[src/rtl/spi_master_arbiter.sv]
// spi_master_arbiter
//   Round-robin arbiter that shares one SPI master driver among NUM_REQ
//   requesters. A winner is picked in IDLE, its TX word is handed to the
//   driver with a one-cycle start pulse, and the arbiter follows the driver's
//   ready handshake (high -> low -> high) before returning the RX word with a
//   one-cycle done pulse to the winner.
//
//   Optional watchdog: define SPI_ARB_TIMEOUT_EN to bound the time spent
//   waiting on the driver to TIMEOUT_CYCLES clocks. Without the macro the
//   arbiter waits indefinitely and timeout_err is tied low.
//
// Ports
//   clk          : clock, all logic on rising edge
//   rst          : synchronous active-high reset
//   req          : per-requester request level
//   req_data     : flat TX words, requester i at [i*DATA_WIDTH +: DATA_WIDTH]
//   gnt          : one-hot grant, held for the whole transaction
//   done         : one-cycle completion pulse to the granted requester
//   rsp_data     : RX word, valid in the done cycle, held until next capture
//   spi_start    : start pulse to the SPI master driver
//   spi_data_in  : TX word to the driver
//   spi_data_out : RX word from the driver
//   spi_ready    : driver idle/finished indication
//   busy         : high whenever the arbiter is not idle
//   timeout_err  : sticky watchdog error flag
module spi_master_arbiter #(
  parameter int DATA_WIDTH     = 32,
  parameter int NUM_REQ        = 4,
  parameter int TIMEOUT_CYCLES = 1024
) (
  input  logic                          clk,
  input  logic                          rst,
  input  logic [NUM_REQ-1:0]            req,
  input  logic [NUM_REQ*DATA_WIDTH-1:0] req_data,
  output logic [NUM_REQ-1:0]            gnt,
  output logic [NUM_REQ-1:0]            done,
  output logic [DATA_WIDTH-1:0]         rsp_data,
  output logic                          spi_start,
  output logic [DATA_WIDTH-1:0]         spi_data_in,
  input  logic [DATA_WIDTH-1:0]         spi_data_out,
  input  logic                          spi_ready,
  output logic                          busy,
  output logic                          timeout_err
);

  localparam int IDX_W = (NUM_REQ > 1) ? $clog2(NUM_REQ) : 1;

  typedef enum logic [2:0] {
    IDLE,
    LAUNCH,
    WAIT_LOW,
    WAIT_HIGH,
    COMPLETE
  } state_t;

  state_t                state_reg, state_next;
  logic [IDX_W-1:0]      last_winner_reg;
  logic [IDX_W-1:0]      win_idx_reg;
  logic [NUM_REQ-1:0]    gnt_reg;
  logic [DATA_WIDTH-1:0] tx_reg;
  logic [DATA_WIDTH-1:0] rsp_reg;
  logic                  wd_expired;

  // Unpack the flat request bus into one word per requester.
  logic [DATA_WIDTH-1:0] req_word [NUM_REQ];
  generate
    for (genvar gi = 0; gi < NUM_REQ; gi++) begin : g_unpack
      assign req_word[gi] = req_data[gi*DATA_WIDTH +: DATA_WIDTH];
    end
  endgenerate

  // Round-robin search: the first requester after the last winner wins, so
  // the most recently served requester has the lowest priority.
  logic [IDX_W-1:0] rr_idx;
  logic [IDX_W-1:0] cand;
  logic             rr_found;

  always_comb begin
    rr_found = 1'b0;
    rr_idx   = '0;
    cand     = '0;
    for (int off = 1; off <= NUM_REQ; off++) begin
      cand = IDX_W'((int'(last_winner_reg) + off) % NUM_REQ);
      if (!rr_found && req[cand]) begin
        rr_found = 1'b1;
        rr_idx   = cand;
      end
    end
  end

  always_comb begin
    state_next = state_reg;
    case (state_reg)
      IDLE:      if (spi_ready && rr_found) state_next = LAUNCH;
      LAUNCH:    state_next = WAIT_LOW;
      // A watchdog expiry ends the wait even if the driver never dropped ready.
      WAIT_LOW: begin
        if (wd_expired)      state_next = COMPLETE;
        else if (!spi_ready) state_next = WAIT_HIGH;
      end
      // A genuine completion wins over an expiry landing on the same cycle.
      WAIT_HIGH: begin
        if (spi_ready)       state_next = COMPLETE;
        else if (wd_expired) state_next = COMPLETE;
      end
      COMPLETE:  state_next = IDLE;
      default:   state_next = IDLE;
    endcase
  end

  always_ff @(posedge clk) begin
    if (rst) begin
      state_reg       <= IDLE;
      last_winner_reg <= IDX_W'(NUM_REQ - 1);
      win_idx_reg     <= '0;
      gnt_reg         <= '0;
      tx_reg          <= '0;
      rsp_reg         <= '0;
    end else begin
      state_reg <= state_next;
      case (state_reg)
        IDLE: begin
          if (state_next == LAUNCH) begin
            gnt_reg     <= NUM_REQ'(1) << rr_idx;
            win_idx_reg <= rr_idx;
            tx_reg      <= req_word[rr_idx];
          end
        end
        WAIT_HIGH: begin
          if (spi_ready) rsp_reg <= spi_data_out;
        end
        COMPLETE: begin
          gnt_reg         <= '0;
          last_winner_reg <= win_idx_reg;
        end
        default: ;
      endcase
    end
  end

`ifdef SPI_ARB_TIMEOUT_EN
  localparam int WD_W = (TIMEOUT_CYCLES > 1) ? $clog2(TIMEOUT_CYCLES) : 1;

  logic [WD_W-1:0] wd_cnt_reg;
  logic            timeout_err_reg;
  logic            in_wait;

  assign in_wait    = (state_reg == WAIT_LOW) || (state_reg == WAIT_HIGH);
  // Counter is 0 on the first wait cycle, so expiry lands on the
  // TIMEOUT_CYCLES-th cycle spent waiting.
  assign wd_expired = in_wait && (wd_cnt_reg == WD_W'(TIMEOUT_CYCLES - 1));

  always_ff @(posedge clk) begin
    if (rst) begin
      wd_cnt_reg      <= '0;
      timeout_err_reg <= 1'b0;
    end else begin
      if (in_wait) wd_cnt_reg <= wd_cnt_reg + WD_W'(1);
      else         wd_cnt_reg <= '0;
      if (wd_expired && !(state_reg == WAIT_HIGH && spi_ready))
        timeout_err_reg <= 1'b1;
    end
  end

  assign timeout_err = timeout_err_reg;
`else
  assign wd_expired  = 1'b0;
  assign timeout_err = 1'b0;
`endif

  assign gnt         = gnt_reg;
  assign done        = (state_reg == COMPLETE) ? gnt_reg : '0;
  assign spi_start   = (state_reg == LAUNCH);
  assign busy        = (state_reg != IDLE);
  assign spi_data_in = tx_reg;
  assign rsp_data    = rsp_reg;

endmodule
[config.mk]
export PLATFORM = sky130hd
export DESIGN_NAME = spi_master_arbiter
export DESIGN_NICKNAME = d
export VERILOG_FILES = /design/src/rtl/spi_master_arbiter.sv
export SDC_FILE = /design/constraint.sdc
export NUM_CORES = 1
export LEC_CHECK = 0
export BUFFER_PORTS_ARGS = -buffer_cell sky130_fd_sc_hd__buf_2
export CAP_MARGIN = 15
export CELL_PAD_IN_SITES_DETAIL_PLACEMENT = 0
export CELL_PAD_IN_SITES_GLOBAL_PLACEMENT = 1
export CORE_MARGIN = 10
export CORE_UTILIZATION = 27
export DETAILED_ROUTE_END_ITERATION = 8
export PLACE_DENSITY = 0.86
export SLEW_MARGIN = 20
export SYNTH_ARGS = -nofsm -noshare
export SYNTH_HDL_FRONTEND = slang
export SYNTH_SLANG_ARGS = --single-unit
[constraint.sdc]
create_clock -name clk -period 1.5 [get_ports clk]
set_input_delay 0.15 -clock clk [delete_from_list [all_inputs] [get_ports clk]]
set_output_delay 0.15 -clock clk [all_outputs]
set_load 0.05 [all_outputs]
==> summary.txt, run 1 <==
Clock network
  • CTS tree: built
  • Skew-Pair Late Insertion Delay: 0.34 ns
  • Max clock buf depth: 2
  • Clock transition at path regs: 0.06 ns
  • H-Tree Depth: 3
  • Clock root buffer: clkbuf_16
  • CTS sink count: 75
  • Inserted Clock Buffers: 9

Die
  • Die Footprint: 19100 um^2
  • # IOs: 242
  • Core area: 13800 um^2
  • Rows: 43
  • Die Y: 138 um
  • Die width: 138 um
  • Initial Util: 27.4%

Logic synthesis
  • Mean Syn Cell Area: 9.77 um^2
  • Seq/Total Area, Yosys: 39.7%
  • Post-synth EDFFs: 0
  • Async S/R FF share, synth: 0%
  • Post-synth cell types: 39
  • Yosys Warn Count: 0
  • Gate Count Post-Synth: 387
  • Post-synth top flop: dfxtp_1
  • Mapped Area: 3780 um^2
  • Syn Nets: 554
  • #FFs+latches synth: 75

Run status
  • Status: finished, violations left
  • Failing checks: negative setup slack

Cells and area
  • Fin area: 6110 um^2
  • # diodes: 0
  • Layout Nets: 814
  • Layout cells sized above 1: 58.4%
  • Area delta synth->final: 61.4%

Detailed routing
  • DR vias: 3795
  • Met3 routed WL: 1.30 mm
  • Drt first pass iters: 4
  • Met2 wire len: 6.79 mm
  • Post-DR wirelength/cell: 17.2 um
  • Uppermost layer routed: met5
  • Total wire length: 14.3 mm
  • Vias per std cell: 4.56
  • DR DRC count: 0
  • Antenna Nets Post-Route: 0
  • Met1 WL: 6.01 mm
  • Iter 0 DRT Violations: 140

Critical path
  • Worst path arrival time: 1.89 ns
  • CP delay by family, top: compound AO/OA/AOI/OAI gates
  • Crit path top cell by count: buf_6
  • Worst-path cell chain: o21a_1, a211oi_4, buf_6, buf_16, buf_6, mux2i_2, o221ai_2
  • Critical path launch point type: register
  • Register-to-Register Path Depth: 7
  • Worst Path Class, Setup: register to register
  • Crit path buffers/inverters: 3
  • Max incr delay on CP: 0.35 ns
  • Worst Path Required: 1.72 ns
  • R2R Path Start: last_winner_reg[1]$_SDFFE_PP1P_
  • R2r setup slk: -0.17 ns
  • R2r endpoint: spi_data_in[0]$_SDFFE_PP0P_
  • Slowest stage cell, crit path: dfxtp_4
  • Critical Path Fanout Max: 6
  • CP Capture Type: register

Timing
  • Min Tclk post-route: 1.67 ns
  • Hold Vio Cnt, Final: 0
  • Hold slack: 0.0438 ns
  • Max-slew violations: 0
  • Final setup margin: -0.172 ns
  • Final period utilization: 111%
  • Setup TNS: -4.26 ns
  • RSZ-0062 raised after global routing: yes
  • Fmax: 0.598 GHz
  • Worst Skew: 0.00800 ns
  • Setup violators final: 36

Global route
  • GRT Overall Usage: 14.3%
  • Largest net degree at the start of global routing: 34
  • Initial antenna violation count: 1
  • Number of global-route vias before repair: 3897
  • Gr ovfl total: 0
  • First-pass GRT wire length: 22.1 mm

Pwr
  • Leakage: 2.71 nW
  • Pwr/cell area: 1010 nW/um^2
  • Max VDD drop: 0.474 mV

Worst hold path
  • Hold crit path type: input pin to register
  • Hold path startpoint: spi_data_out[0]
  • WHS Endpoint: rsp_data[0]$_SDFFE_PP0P_
  • Hold depth: 3

Place
  • GPL Wtd Cong: 0.778
  • Area post-placement: 5380 um^2
  • Port bufs: 240
  • Detailed placement HPWL: 11.0 mm

Flow run
  • Max-Cap Viols: 0
[kinds of logic after synthesis]
kind of cell,Yosys count,synth area share [%]
compound gates,80,20.9
other cells,1,0.0991
simple gates,134,16.1
mux,64,16.9
flops,75,39.7
buf+inv,33,6.22
[layout by cell type, fill, tap and decap left out, types with 6 or more instances in the layout]
cell type and n:
buf_2 234, nand2_1 97, dfxtp_1 71, a21oi_1 36
mux2i_1 36, o221ai_2 32, buf_4 24, mux2i_2 19
buf_12 11, mux2i_4 9, clkbuf_16 9, and3_1 6
nor2_1 6, buf_6 6
[cell usage after synthesis, drive strengths merged, types with 3 or more instances]
cell / n / area, um^2
nand2: 98 / 370
dfxtp: 75 / 1500
a211oi: 4 / 52.6
nand2b: 6 / 40.0
buf: 17 / 175
a21oi: 37 / 185
mux2i: 64 / 641
nor2: 11 / 61.3
and3: 6 / 37.5
clkbuf: 14 / 52.6
nand3: 3 / 15.0
o221ai: 32 / 480
[layout make-up]
cell class | count | area (um^2)
fill | 1349 | 7720
multi-input combinational | 279 | 2270
timing repair buffer | 280 | 1750
sequential | 75 | 1510
clock buffer | 11 | 253
tap | 180 | 225
clock inverter | 5 | 85.1
inverter | 2 | 7.51
[metrics by stage]
stage               total power, mW  utilization, %  worst slack (ns)  std cells
global placement               3.64            38.9            -0.203        808
global route                   6.45            44.2            -0.243        832
floorplan                      3.13               -           -0.0477        387
finish                         6.18            44.2            -0.172        832
detailed placement             3.65            38.9            -0.225        808
CTS                            6.20            42.8            -0.181        828
[worst reg2reg max path: cells and delay by family (launching register included)]
| family | cells | cell delay, ns |
|---|---|---|
| flops | 1 | 0.35 |
| compound gates | 3 | 0.54 |
| mux | 1 | 0.22 |
| buf+inv | 3 | 0.44 |
[report_power, final]
part	leakage (nW)	total (mW)	switching, mW	internal [mW]
Sequential	0.610	2.17	0.0617	2.11
Combinational	1.93	1.59	0.931	0.659
Clock	0.162	2.42	0.863	1.55
[layer usage]
metal	GRT usage [%]	up-vias
li1	-	1899
met1	16.7	1712
met2	23.1	170
met3	5.92	12
met4	5.16	2
met5	0	-
[how the worst max path moves through the flow]
stage / from / endpoint / slack, ns / depth (start not counted)
4_1_cts: last_winner_reg[0]$_SDFFE_PP1P_ / spi_data_in[1]$_SDFFE_PP0P_ / -0.18 / 7
2_1_floorplan: state_reg[1]$_SDFF_PP0_ / gnt[0]$_SDFFE_PP0P_ / -0.05 / 6
3_3_place_gp: req[1] / spi_data_in[12]$_SDFFE_PP0P_ / -0.20 / 7
5_1_grt: last_winner_reg[1]$_SDFFE_PP1P_ / spi_data_in[0]$_SDFFE_PP0P_ / -0.24 / 7
3_5_place_dp: req[1] / spi_data_in[11]$_SDFFE_PP0P_ / -0.23 / 7
6_report: last_winner_reg[1]$_SDFFE_PP1P_ / spi_data_in[0]$_SDFFE_PP0P_ / -0.17 / 7
[repair_timing]
| item | 4_1_cts | 5_1_grt |
|---|---|---|
| setup endpoints to repair | 38 | 41 |
| pin swaps | 4 | 3 |
| resized for setup | 32 | 31 |
| buffers inserted | 2 | 4 |
| endpoints found under the hold margin | 0 | 0 |
| hold buffers | 0 | 0 |
| gates cloned | 3 | 0 |
Note: power is estimated with default switching activity, not from simulation.
==> inputs of run 2 (changes only) <==
--- a/config.mk
+++ b/config.mk
@@ -13,6 +13,7 @@
 export CORE_UTILIZATION = 27
 export DETAILED_ROUTE_END_ITERATION = 8
 export PLACE_DENSITY = 0.86
+export SETUP_SLACK_MARGIN = 0.05
 export SLEW_MARGIN = 20
 export SYNTH_ARGS = -nofsm -noshare
 export SYNTH_HDL_FRONTEND = slang
==> run 2 against run 1 <==
  * The run still ends with negative setup slack left
  * Clock-buffer cell count did not move
  * Critical path depth stayed put
  * Wire length up 3.2%
  * Global-route usage down 0.48 points
  * Clock power shrank 11%
  * Sequential cell count is the same
  * Design area grew 3.8%
  * Critical path type unchanged
  * Critical endpoint is now spi_data_in[10]$_SDFFE_PP0P_
  * Largest power group is now registers
==> summary.txt, run 2 (synthesis gave the netlist of run 1 again) <==
Pwr
  • Leakage: 2.74 nW (was 2.71 nW)
  • Overall power: 6.04 mW (was 6.18 mW)
  • Max VDD drop: 0.623 mV (was 0.474 mV)
  • Pwr/cell area: 954 nW/um^2 (was 1010 nW/um^2)

Place
  • Placed Cells: 814 (was 808)
  • Place WS: -0.235 ns (was -0.225 ns)
  • GPL Wtd Cong: 0.844 (was 0.778)
  • Area post-placement: 5380 um^2 (about the same)
  • Port bufs: 240 (unchanged)
  • Detailed placement HPWL: 10.7 mm (was 11.0 mm)

Global route
  • Gr ovfl total: 0 (unchanged)
  • Initial antenna violation count: 0 (was 1)
  • Largest net degree at the start of global routing: 34 (unchanged)
  • First-pass GRT wire length: 21.5 mm (was 22.1 mm)
  • Number of global-route vias before repair: 3911 (was 3897)
  • GRT Overall Usage: 13.8% (was 14.3%)

Timing
  • Final period utilization: 116% (was 111%)
  • Max-slew violations: 0 (unchanged)
  • Worst Skew: 0.00446 ns (was 0.00800 ns)
  • Min Tclk post-route: 1.74 ns (was 1.67 ns)
  • Final setup margin: -0.244 ns (was -0.172 ns)
  • RSZ-0062 raised after global routing: yes (unchanged)
  • Fmax: 0.573 GHz (was 0.598 GHz)
  • Setup TNS: -6.03 ns (was -4.26 ns)
  • Setup violators final: 35 (was 36)
  • Hold slack: 0.0467 ns (was 0.0438 ns)
  • Hold Vio Cnt, Final: 0 (unchanged)

Critical path
  • Register-to-Register Path Depth: 7 (unchanged)
  • Worst setup path start: last_winner_reg[0]$_SDFFE_PP1P_ (was last_winner_reg[1]$_SDFFE_PP1P_)
  • Worst path arrival time: 1.95 ns (was 1.89 ns)
  • CP Capture Type: register (unchanged)
  • Critical Path Fanout Max: 8 (was 6)
  • Worst Path Class, Setup: register to register (unchanged)
  • Worst Path Required: 1.71 ns (was 1.72 ns)
  • R2R Path Start: last_winner_reg[0]$_SDFFE_PP1P_ (was last_winner_reg[1]$_SDFFE_PP1P_)
  • R2r setup slk: -0.24 ns (was -0.17 ns)
  • Critical path launch point type: register (unchanged)
  • R2r endpoint: spi_data_in[10]$_SDFFE_PP0P_ (was spi_data_in[0]$_SDFFE_PP0P_)
  • Critical Path End: spi_data_in[10]$_SDFFE_PP0P_ (was spi_data_in[0]$_SDFFE_PP0P_)

Clock network
  • Inserted Clock Buffers: 9 (unchanged)
  • Skew-Pair Late Insertion Delay: 0.33 ns (was 0.34 ns)
  • CTS tree: built (unchanged)
  • Clock root buffer: clkbuf_16 (unchanged)
  • Clock transition at path regs: 0.06 ns (about the same)
  • H-Tree Depth: 3 (unchanged)
  • Max clock buf depth: 2 (unchanged)
  • CTS sink count: 75 (unchanged)

Worst hold path
  • Hold crit path type: input pin to register (unchanged)
  • Hold path startpoint: spi_data_out[14] (was spi_data_out[0])

Detailed routing
  • Drt first pass iters: 4 (unchanged)
  • Total wire length: 14.7 mm (was 14.3 mm)
  • Antenna Nets Post-Route: 0 (unchanged)
  • Iter 0 DRT Violations: 114 (was 140)
  • DR vias: 3908 (was 3795)
  • Vias per std cell: 4.66 (was 4.56)
  • DR DRC count: 0 (unchanged)
  • Post-DR wirelength/cell: 17.6 um (was 17.2 um)

Cells and area
  • Area delta synth->final: 67.5% (was 61.4%)
  • Fin util: 45.8% (was 44.2%)
  • Layout cells sized above 1: 60.7% (was 58.4%)
  • Register area: 1510 um^2 (about the same)
  • Multi-input gate area: 2460 um^2 (was 2270 um^2)
  • Post-Layout Cell Count: 839 (was 832)
  • Fin area: 6340 um^2 (was 6110 um^2)
  • Most common cell after layout, fill and taps aside: buf_2 (unchanged)
  • # diodes: 0 (unchanged)
  • Fillers: 1284 (was 1349)
  • Most frequent cells in the layout: 234 x buf_2, 97 x nand2_1, 70 x dfxtp_1 (was 234 x buf_2, 97 x nand2_1, 71 x dfxtp_1)
  • Layout Nets: 821 (was 814)

Die
  • Initial Util: 27.4% (unchanged)
  • Die Footprint: 19100 um^2 (unchanged)
  • Core area: 13800 um^2 (unchanged)
  • # IOs: 242 (unchanged)
  • Rows: 43 (unchanged)
  • Die width: 138 um (unchanged)
  • Die Y: 138 um (unchanged)

Run status
  • Status: finished, violations left (unchanged)
  • Failing checks: negative setup slack (unchanged)

Flow run
  • Max-Cap Viols: 0 (unchanged)
## run 2: cell count changes in the layout (fill, tap and decap cells not counted), sizes merged
cell	change
clkinv	+1
buf	+5
clkinvlp	-1
inv	+1
clkbuf	+2
bufinv	-1
## run 2: worst min-delay path by stage
stage,cells past startpoint,end
detailed placement,3,rsp_data[29]$_SDFFE_PP0P_
global placement,3,rsp_data[4]$_SDFFE_PP0P_
CTS,3,rsp_data[29]$_SDFFE_PP0P_
global route,3,rsp_data[21]$_SDFFE_PP0P_
floorplan,2,rsp_data[10]$_SDFFE_PP0P_
finish,3,rsp_data[14]$_SDFFE_PP0P_
## run 2: final cells by class
class                      instances  share of cell area, %
timing repair buffer             287                   29.1
sequential                        75                   23.8
inverter                           2                  0.118
tap                              180                   3.55
clock inverter                     5                  0.809
clock buffer                      11                   3.83
multi-input combinational        279                   38.8
## run 2: power breakdown
part / internal [mW] / switching (mW)
Clock: 1.33 / 0.828
Combinational: 0.733 / 0.980
Sequential: 2.11 / 0.0680
## run 2: worst max-delay path, stage by stage (launching register included)
cell and delay [ns]:
dfxtp_2 0.33, nand2b_4 0.15, a211oi_4 0.23, buf_6 0.20, buf_12 0.16, buf_12 0.15, mux2i_1 0.28, o221ai_2 0.13
## run 2: per-layer routing
metal,wire length [um],vias to the layer above,global-route usage [%]
met1,5990,1800,15.7
li1,-,1922,-
met4,197,0,4.33
met5,0,-,0
met3,1410,10,6.85
met2,7140,176,22.3
## run 2: timing repair
action                                  in CTS  in global routing
gates cloned                                 2                  2
hold buffers                                 0                  0
buffers inserted                             3                  2
gates resized for setup                     27                 81
pin swaps                                    2                 12
endpoints found under the setup margin      41                 57
